**config.mk**
```make
export PLATFORM = sky130hd
export DESIGN_NAME = dice_roll_counter
export DESIGN_NICKNAME = d
export VERILOG_FILES = /design/src/rtl/dice_pkg.sv /design/src/rtl/roll_debouncer.sv /design/src/rtl/dice_roll_counter.sv
export SDC_FILE = /design/constraint.sdc
export NUM_CORES = 1
export LEC_CHECK = 0
export CAP_MARGIN = 30
export CORE_MARGIN = 2
export CORE_UTILIZATION = 46
export CTS_CLUSTER_SIZE = 24
export DETAILED_ROUTE_END_ITERATION = 8
export PLACE_DENSITY = 0.71
export SETUP_SLACK_MARGIN = 0.1
export SYNTH_ARGS = -nofsm -noshare
export SYNTH_HDL_FRONTEND = slang
export SYNTH_SLANG_ARGS = --single-unit
```
**constraint.sdc**
```tcl
create_clock -name Clk -period 3.4 [get_ports Clk]
set_input_delay 0.34 -clock Clk [delete_from_list [all_inputs] [get_ports Clk]]
set_output_delay 0.34 -clock Clk [all_outputs]
set_load 0.02 [all_outputs]
```
**src/rtl/dice_pkg.sv**
```systemverilog
// Shared types and constants for the electronic die roll engine.
package dice_pkg;

  localparam int DICE_WIDTH              = 7;
  localparam int DEFAULT_DEBOUNCE_CYCLES = 16;

  typedef enum logic [1:0] {
    IDLE    = 2'd0,
    ROLLING = 2'd1,
    HOLD    = 2'd2
  } state_t;

endpackage

```
**src/rtl/roll_debouncer.sv**
```systemverilog
// Button filter: two-flop synchronizer followed by a stable-count debouncer.
// Only instantiated when DICE_DEBOUNCE_EN is defined.
module roll_debouncer #(
  parameter int CYCLES = 16
) (
  input  logic clk,
  input  logic rst,
  input  logic raw,
  output logic level
);

  localparam int CW = $clog2(CYCLES + 1);

  logic          sync_a;
  logic          sync_b;
  logic [CW-1:0] stable_count;

  always_ff @(posedge clk or posedge rst) begin
    if (rst) begin
      sync_a <= 1'b0;
      sync_b <= 1'b0;
    end else begin
      sync_a <= raw;
      sync_b <= sync_a;
    end
  end

  // Any sample that agrees with the current level restarts the run of differing samples.
  always_ff @(posedge clk or posedge rst) begin
    if (rst) begin
      level        <= 1'b0;
      stable_count <= '0;
    end else if (sync_b == level) begin
      stable_count <= '0;
    end else if (stable_count == CW'(CYCLES - 1)) begin
      level        <= sync_b;
      stable_count <= '0;
    end else begin
      stable_count <= stable_count + CW'(1);
    end
  end

endmodule

```
**src/rtl/dice_roll_counter.sv**
```systemverilog
// Roll engine: cycles a counter through Min..Max while Roll is held, then offers
// the frozen result with a valid/ack handshake. Optional filter: DICE_DEBOUNCE_EN.
module dice_roll_counter
  import dice_pkg::*;
#(
  parameter int WIDTH           = DICE_WIDTH,
  parameter int DEBOUNCE_CYCLES = DEFAULT_DEBOUNCE_CYCLES
) (
  input  logic             Clk,
  input  logic             Reset,
  input  logic [WIDTH-1:0] Min,
  input  logic [WIDTH-1:0] Max,
  input  logic             Roll,
  input  logic             Ack,
  output logic [WIDTH-1:0] Value,
  output logic             Valid,
  output logic             Busy
);

  logic roll_level;

`ifdef DICE_DEBOUNCE_EN
  roll_debouncer #(
    .CYCLES(DEBOUNCE_CYCLES)
  ) u_roll_debouncer (
    .clk  (Clk),
    .rst  (Reset),
    .raw  (Roll),
    .level(roll_level)
  );
`else
  logic unused_debounce;
  assign unused_debounce = (DEBOUNCE_CYCLES > 0);
  assign roll_level      = Roll;
`endif

  state_t           state;
  state_t           state_next;
  logic             capture;
  logic             latch_result;
  logic [WIDTH-1:0] count;
  logic [WIDTH-1:0] min_q;
  logic [WIDTH-1:0] max_q;

  always_ff @(posedge Clk or posedge Reset) begin
    if (Reset) state <= IDLE;
    else       state <= state_next;
  end

  always_comb begin
    state_next   = state;
    capture      = 1'b0;
    latch_result = 1'b0;
    case (state)
      IDLE: begin
        if (roll_level) begin
          state_next = ROLLING;
          capture    = 1'b1;
        end
      end
      ROLLING: begin
        if (!roll_level) begin
          state_next   = HOLD;
          latch_result = 1'b1;
        end
      end
      HOLD: begin
        if (Ack) begin
          state_next = roll_level ? ROLLING : IDLE;
          capture    = roll_level;
        end
      end
      default: state_next = IDLE;
    endcase
  end

  // Wrap compare precedes the increment, so an inverted range simply reloads Min.
  always_ff @(posedge Clk or posedge Reset) begin
    if (Reset) begin
      count <= '0;
      min_q <= '0;
      max_q <= '0;
      Value <= '0;
    end else begin
      if (capture) begin
        min_q <= Min;
        max_q <= Max;
        count <= Min;
      end else if (state == ROLLING && roll_level) begin
        count <= (count >= max_q) ? min_q : count + WIDTH'(1);
      end
      if (latch_result) Value <= count;
    end
  end

  assign Busy  = (state == ROLLING);
  assign Valid = (state == HOLD);

endmodule
```
* Yosys cells after proc, flatten, opt, wreduce, memory -nomap -nowiden *
Cells that the tools add are included.

storage, ports and cells
  input port bits = 18
  word-level logic and storage cells = 29
  output and inout bits = 9
  register bits after elaboration = 30

operators by class
  reductions and logical operators = 4
  multiplexer cells = 13
  add/sub/neg operators = 1
  magnitude comparators = 1
  equal/unequal tests = 5

operators by type and width
  cell                                                             number
  7-bit 2-to-1 mux                                                 3
  7-bit by 1-bit adder with 7-bit output, second input constant    1
  7-bit greater-or-equal comparator                                1
  2-bit 2-to-1 mux                                                 3
  2-bit inequality test, second input constant                     3
  2-bit one-hot mux with 3 select lines                            1
  1-bit 2-to-1 mux                                                 5
  3-bit AND reduction                                              1
  2-bit by 1-bit == test with 1-bit output, second input constant  1
  2-bit == test, second input constant                             1
  2-bit zero test                                                  1
  1-bit one-hot mux with 2 select lines                            1
  2-bit nonzero test                                               1
  1-bit logical AND                                                1

* Logic depth before layout (Yosys ltp) *
  word-level depth = 4
  depth in mapped cells = 8
  mapped depth without buffers = 7

* Worst setup path before layout *
No wires, ideal clock.

  path type = flip-flop to flip-flop
  start point = reg count[0]
  end point = reg count[1]
  arrival = 1.493 ns
  cell stages (with the launch flop) = 9
  data required time = 3.270 ns
  path slack = 1.777 ns
  setup time = 0.130 ns
  period minus slack after synthesis = 1.623 ns
  path through = dfrtp_1 > inv_1 > ha_1 > nor2b_1 > o21ai_1 > a21oi_2 > buf_4 > mux2i_1 > o21ai_0

on the way
  word-level cells in the longest chain between the ends = 4
  elaborated cells between the ends (all ways) = 5

RTL lines
  what                                                                                                RTL line                 source
  from (decl)                                                                                         dice_roll_counter.sv:41  logic [WIDTH-1:0] count;
  from (signal assigned)                                                                              dice_roll_counter.sv:88  count <= Min;
  from (signal assigned)                                                                              dice_roll_counter.sv:90  count <= (count >= max_q) ? min_q : count + WIDTH'(1);
  7-bit by 1-bit adder with 7-bit output / 7-bit greater-or-equal comparator (equally long branches)  dice_roll_counter.sv:90
  7-bit 2-to-1 mux (*)                                                                                dice_roll_counter.sv:90
  7-bit 2-to-1 mux (*)                                                                                dice_roll_counter.sv:89  end else if (state == ROLLING && roll_level) begin
  7-bit 2-to-1 mux (*)                                                                                dice_roll_counter.sv:85  if (capture) begin

Mark *: on every way between the ends. The rest lies on a longest branch, timed or not. The select of a mux whose other input is x is not followed.
A chain may end at the register's enable or synchronous reset.

* Worst setup path in the final report *
  start point = reg count[0]
  end point = reg count[0]

The elaborated chain is that of the path after synthesis.

==> key figures <==
Setup path
  • Worst Path Buf+Inv: 1
  • WP data required: 3.59 ns
  • Setup crit start kind: flip-flop
  • Critical path capture point type: flip-flop
  • Largest delay share family, worst path: compound AO/OA/AOI/OAI gates
  • Crit Path Class: flip-flop to flip-flop
  • CP Cell Sequence: inv_1, ha_1, nor2b_1, o21ai_1, a21oi_2, mux2i_1, o31ai_1
  • Slowest cell delay on critical path: about 0.5 ns
  • Crit-path slowest cell: a21oi_2
  • Worst EP arrival: about 2.3 ns
  • Critical path fanouts, max: 11

Route
  • Vias per cell: 5.30
  • ANT nets after route: 0
  • WL/cell: approximately 14 um
  • Residual DRC: 0
  • DR iter-0 viols: 20
  • DRT Pass-1 Iters: 4
  • DRT Wirelength: 3060 um
  • Via count: 1160

Clock network
  • Sinks on the clock net: 30
  • Clk root buf: clkbuf_4
  • Post_cts resized: 0
  • Post-CTS setup buffer count: 0
  • TritonCTS Buffers: 5
  • Clk pin slew, worst setup/hold paths: 0.10 ns
  • Post-CTS Hold Buffers: 0
  • CTS tree: done
  • CTS Buffer Depth: 2
  • CTS H-tree lvls: 2
  • Clock Latency Late Sink: 0.33 ns

Final layout
  • Design area: slightly below 0.002 mm2
  • Share of cells above drive strength 1: 0.179
  • Cell Count, Final, Fillers Out: between 200 and 250
  • Ant. Diodes: 0
  • Area Overhead vs Synth: 23.4%
  • Nets: 198

STA
  • TNS Setup: 0 ns
  • Worst-margin pin slew: 0.677 ns
  • Slew Limit Fails: 0
  • RSZ-0062 raised after global routing: false
  • Fin crit period: 2.08 ns
  • Worst hold margin: 0.315 ns
  • Clock Skew: 0.0127 ns
  • Final worst path period share: 0.613
  • # setup viols final: 0
  • Slew HR: 0.547
  • Final hold violations: 0
  • Max frequency: between 400 and 500 MHz

Min path
  • HP Class: input port to async pin

Floorplanning
  • Initial core utilization: 0.475
  • Row cnt: 21
  • Die Y: slightly above 60 um
  • Die width: around 62 um
  • Die footprint: 0.00387 mm2
  • Io pins: 27
  • CORE AREA: 0.00328 mm2

Global route
  • Gr ovfl total: 0
  • Global-route wire length before repair: about 5600 um
  • Vias in the first global route: 1180
  • Largest net degree at the start of global routing: 21
  • Initial antenna violation count: 0
  • Gr usage total: 0.187

Synthesis
  • Synth cell types: 31
  • #FFs+latches synth: 30
  • Part of the Yosys area used for sequential elements: 0.482
  • Gate Count Post-Synth: 142
  • Syn Area/Cell: around 11 um2
  • Synthesized cell area: approximately 0.0016 mm2
  • Yosys Warn Count: 0
  • Syn Nets: around 170

Power and ir drop
  • Switch share: 0.372
  • Total power: around 0.0014 W
  • Switching power: 0.000519 W
  • Pwr dens: 725 mW/mm2
  • Leak: 0.850 nW
  • Comb power frac: 0.424
  • Sequential Power Share: 0.418
  • Worst vdd ir: between 0.3 and 0.4 mV
  • Clk pwr share: 0.158
  • Internal: about 0.00088 W

Placed design
  • Placer Congestion: 0.833
  • Cell count after placement: 211
  • Placed cell area: between 0.0015 and 0.002 mm2
  • DP HPWL: 2250 um
  • Quantity of I/O buffers inserted on ports: 26

Status
  • Outcome: finished, final reports clean

Run
  • Max Cap Viol: 0
## cells by family (layout without fill, tap and decap cells)
logic type,after synthesis,count (layout),share of synthesized area
compound gates,33,33,0.141
xor+xnor,2,2,0.0112
fa+ha+maj,8,8,0.0642
buf+inv,17,48,0.0602
flops,30,30,0.482
mux,19,19,0.134
simple gates,33,33,0.108
## per-layer routing
metal  wire length (um)  GRT usage  vias up
met2               1560      0.318       28
li1                   -          -      554
met3                155     0.0616        5
met1               1310      0.227      573
met4                 35     0.0528        0
met5                  0          0        -
## stage by stage
| stage | setup WS (ns) | util |
|---|---|---|
| global placement | 1.08 | 0.559 |
| CTS | 1.30 | 0.586 |
| detailed placement | 1.05 | 0.567 |
| finish | 1.32 | 0.586 |
| floorplan | 1.78 | - |
| global route | 1.09 | 0.586 |
## area by class of cell
type	count	area [um2]
clock inverters	1	5.00
multi-input cells	95	714
well taps	46	57.6
repair buffers	28	295
clock buffers	7	55.1
fillers	291	1360
flip-flops and latches	30	751
inverters	12	45.0
## state kept, by name, indices dropped and copies added (netlist names)
register / cells
max_q: 7
min_q: 7
state: 2
Value: 7
count: 7
## cells in the mapped netlist (all sizes together)
cell type | count | area [um2]
inv | 12 | 45.0
and2 | 2 | 12.5
and3b | 1 | 8.76
a22o | 1 | 8.76
nor3b | 1 | 12.5
nor4 | 1 | 6.26
mux2 | 15 | 169
nand3 | 3 | 15.0
dfrtp | 30 | 751
a21oi | 5 | 32.5
nor2 | 5 | 18.8
nand2 | 13 | 48.8
o211ai | 2 | 15.0
a21o | 1 | 7.51
a211oi | 1 | 20.0
nor3 | 1 | 5.00
and3 | 2 | 12.5
nor2b | 4 | 27.5
ha | 8 | 100
xor2 | 2 | 17.5
a22oi | 6 | 45.0
o31ai | 1 | 7.51
mux2i | 4 | 40.0
o21ai | 16 | 83.8
buf | 5 | 48.8
## cell usage in the layout, fill, tap and decap left out, types with 4 or more instances in the layout
cell type / instances
clkdlybuf4s50_1: 26
inv_1: 11
o21ai_0: 11
nor2_1: 5
a22oi_1: 6
ha_1: 8
mux2_2: 15
nand2_1: 13
clkbuf_4: 5
o21ai_1: 4
dfrtp_1: 30
mux2i_1: 4
## power by group through the flow
stage	logic (W)	clock network, W	registers, W
finish	0.000592	0.000220	0.000583
global route	0.000661	0.000249	0.000610
CTS	0.000599	0.000226	0.000584
detailed placement	0.000593	0	0.000593
global placement	0.000575	0	0.000583
floorplan	0.000378	0	0.000609
## path summary, 6_finish.rpt
check | from | end | slack [ns] | depth (start not counted)
max | count[0] | count[0] | 1.32 | 7
min in group Clk | min_q[2] | min_q[2] | 0.51 | 1
min | Reset | max_q[6] | 0.32 | 2
max in group asynchronous | Reset | min_q[1] | 2.61 | 3
max reg2reg | count[0] | count[0] | 1.32 | 7
min reg2reg | min_q[2] | min_q[2] | 0.51 | 1
No activity file was read; power rests on OpenSTA's default activity.
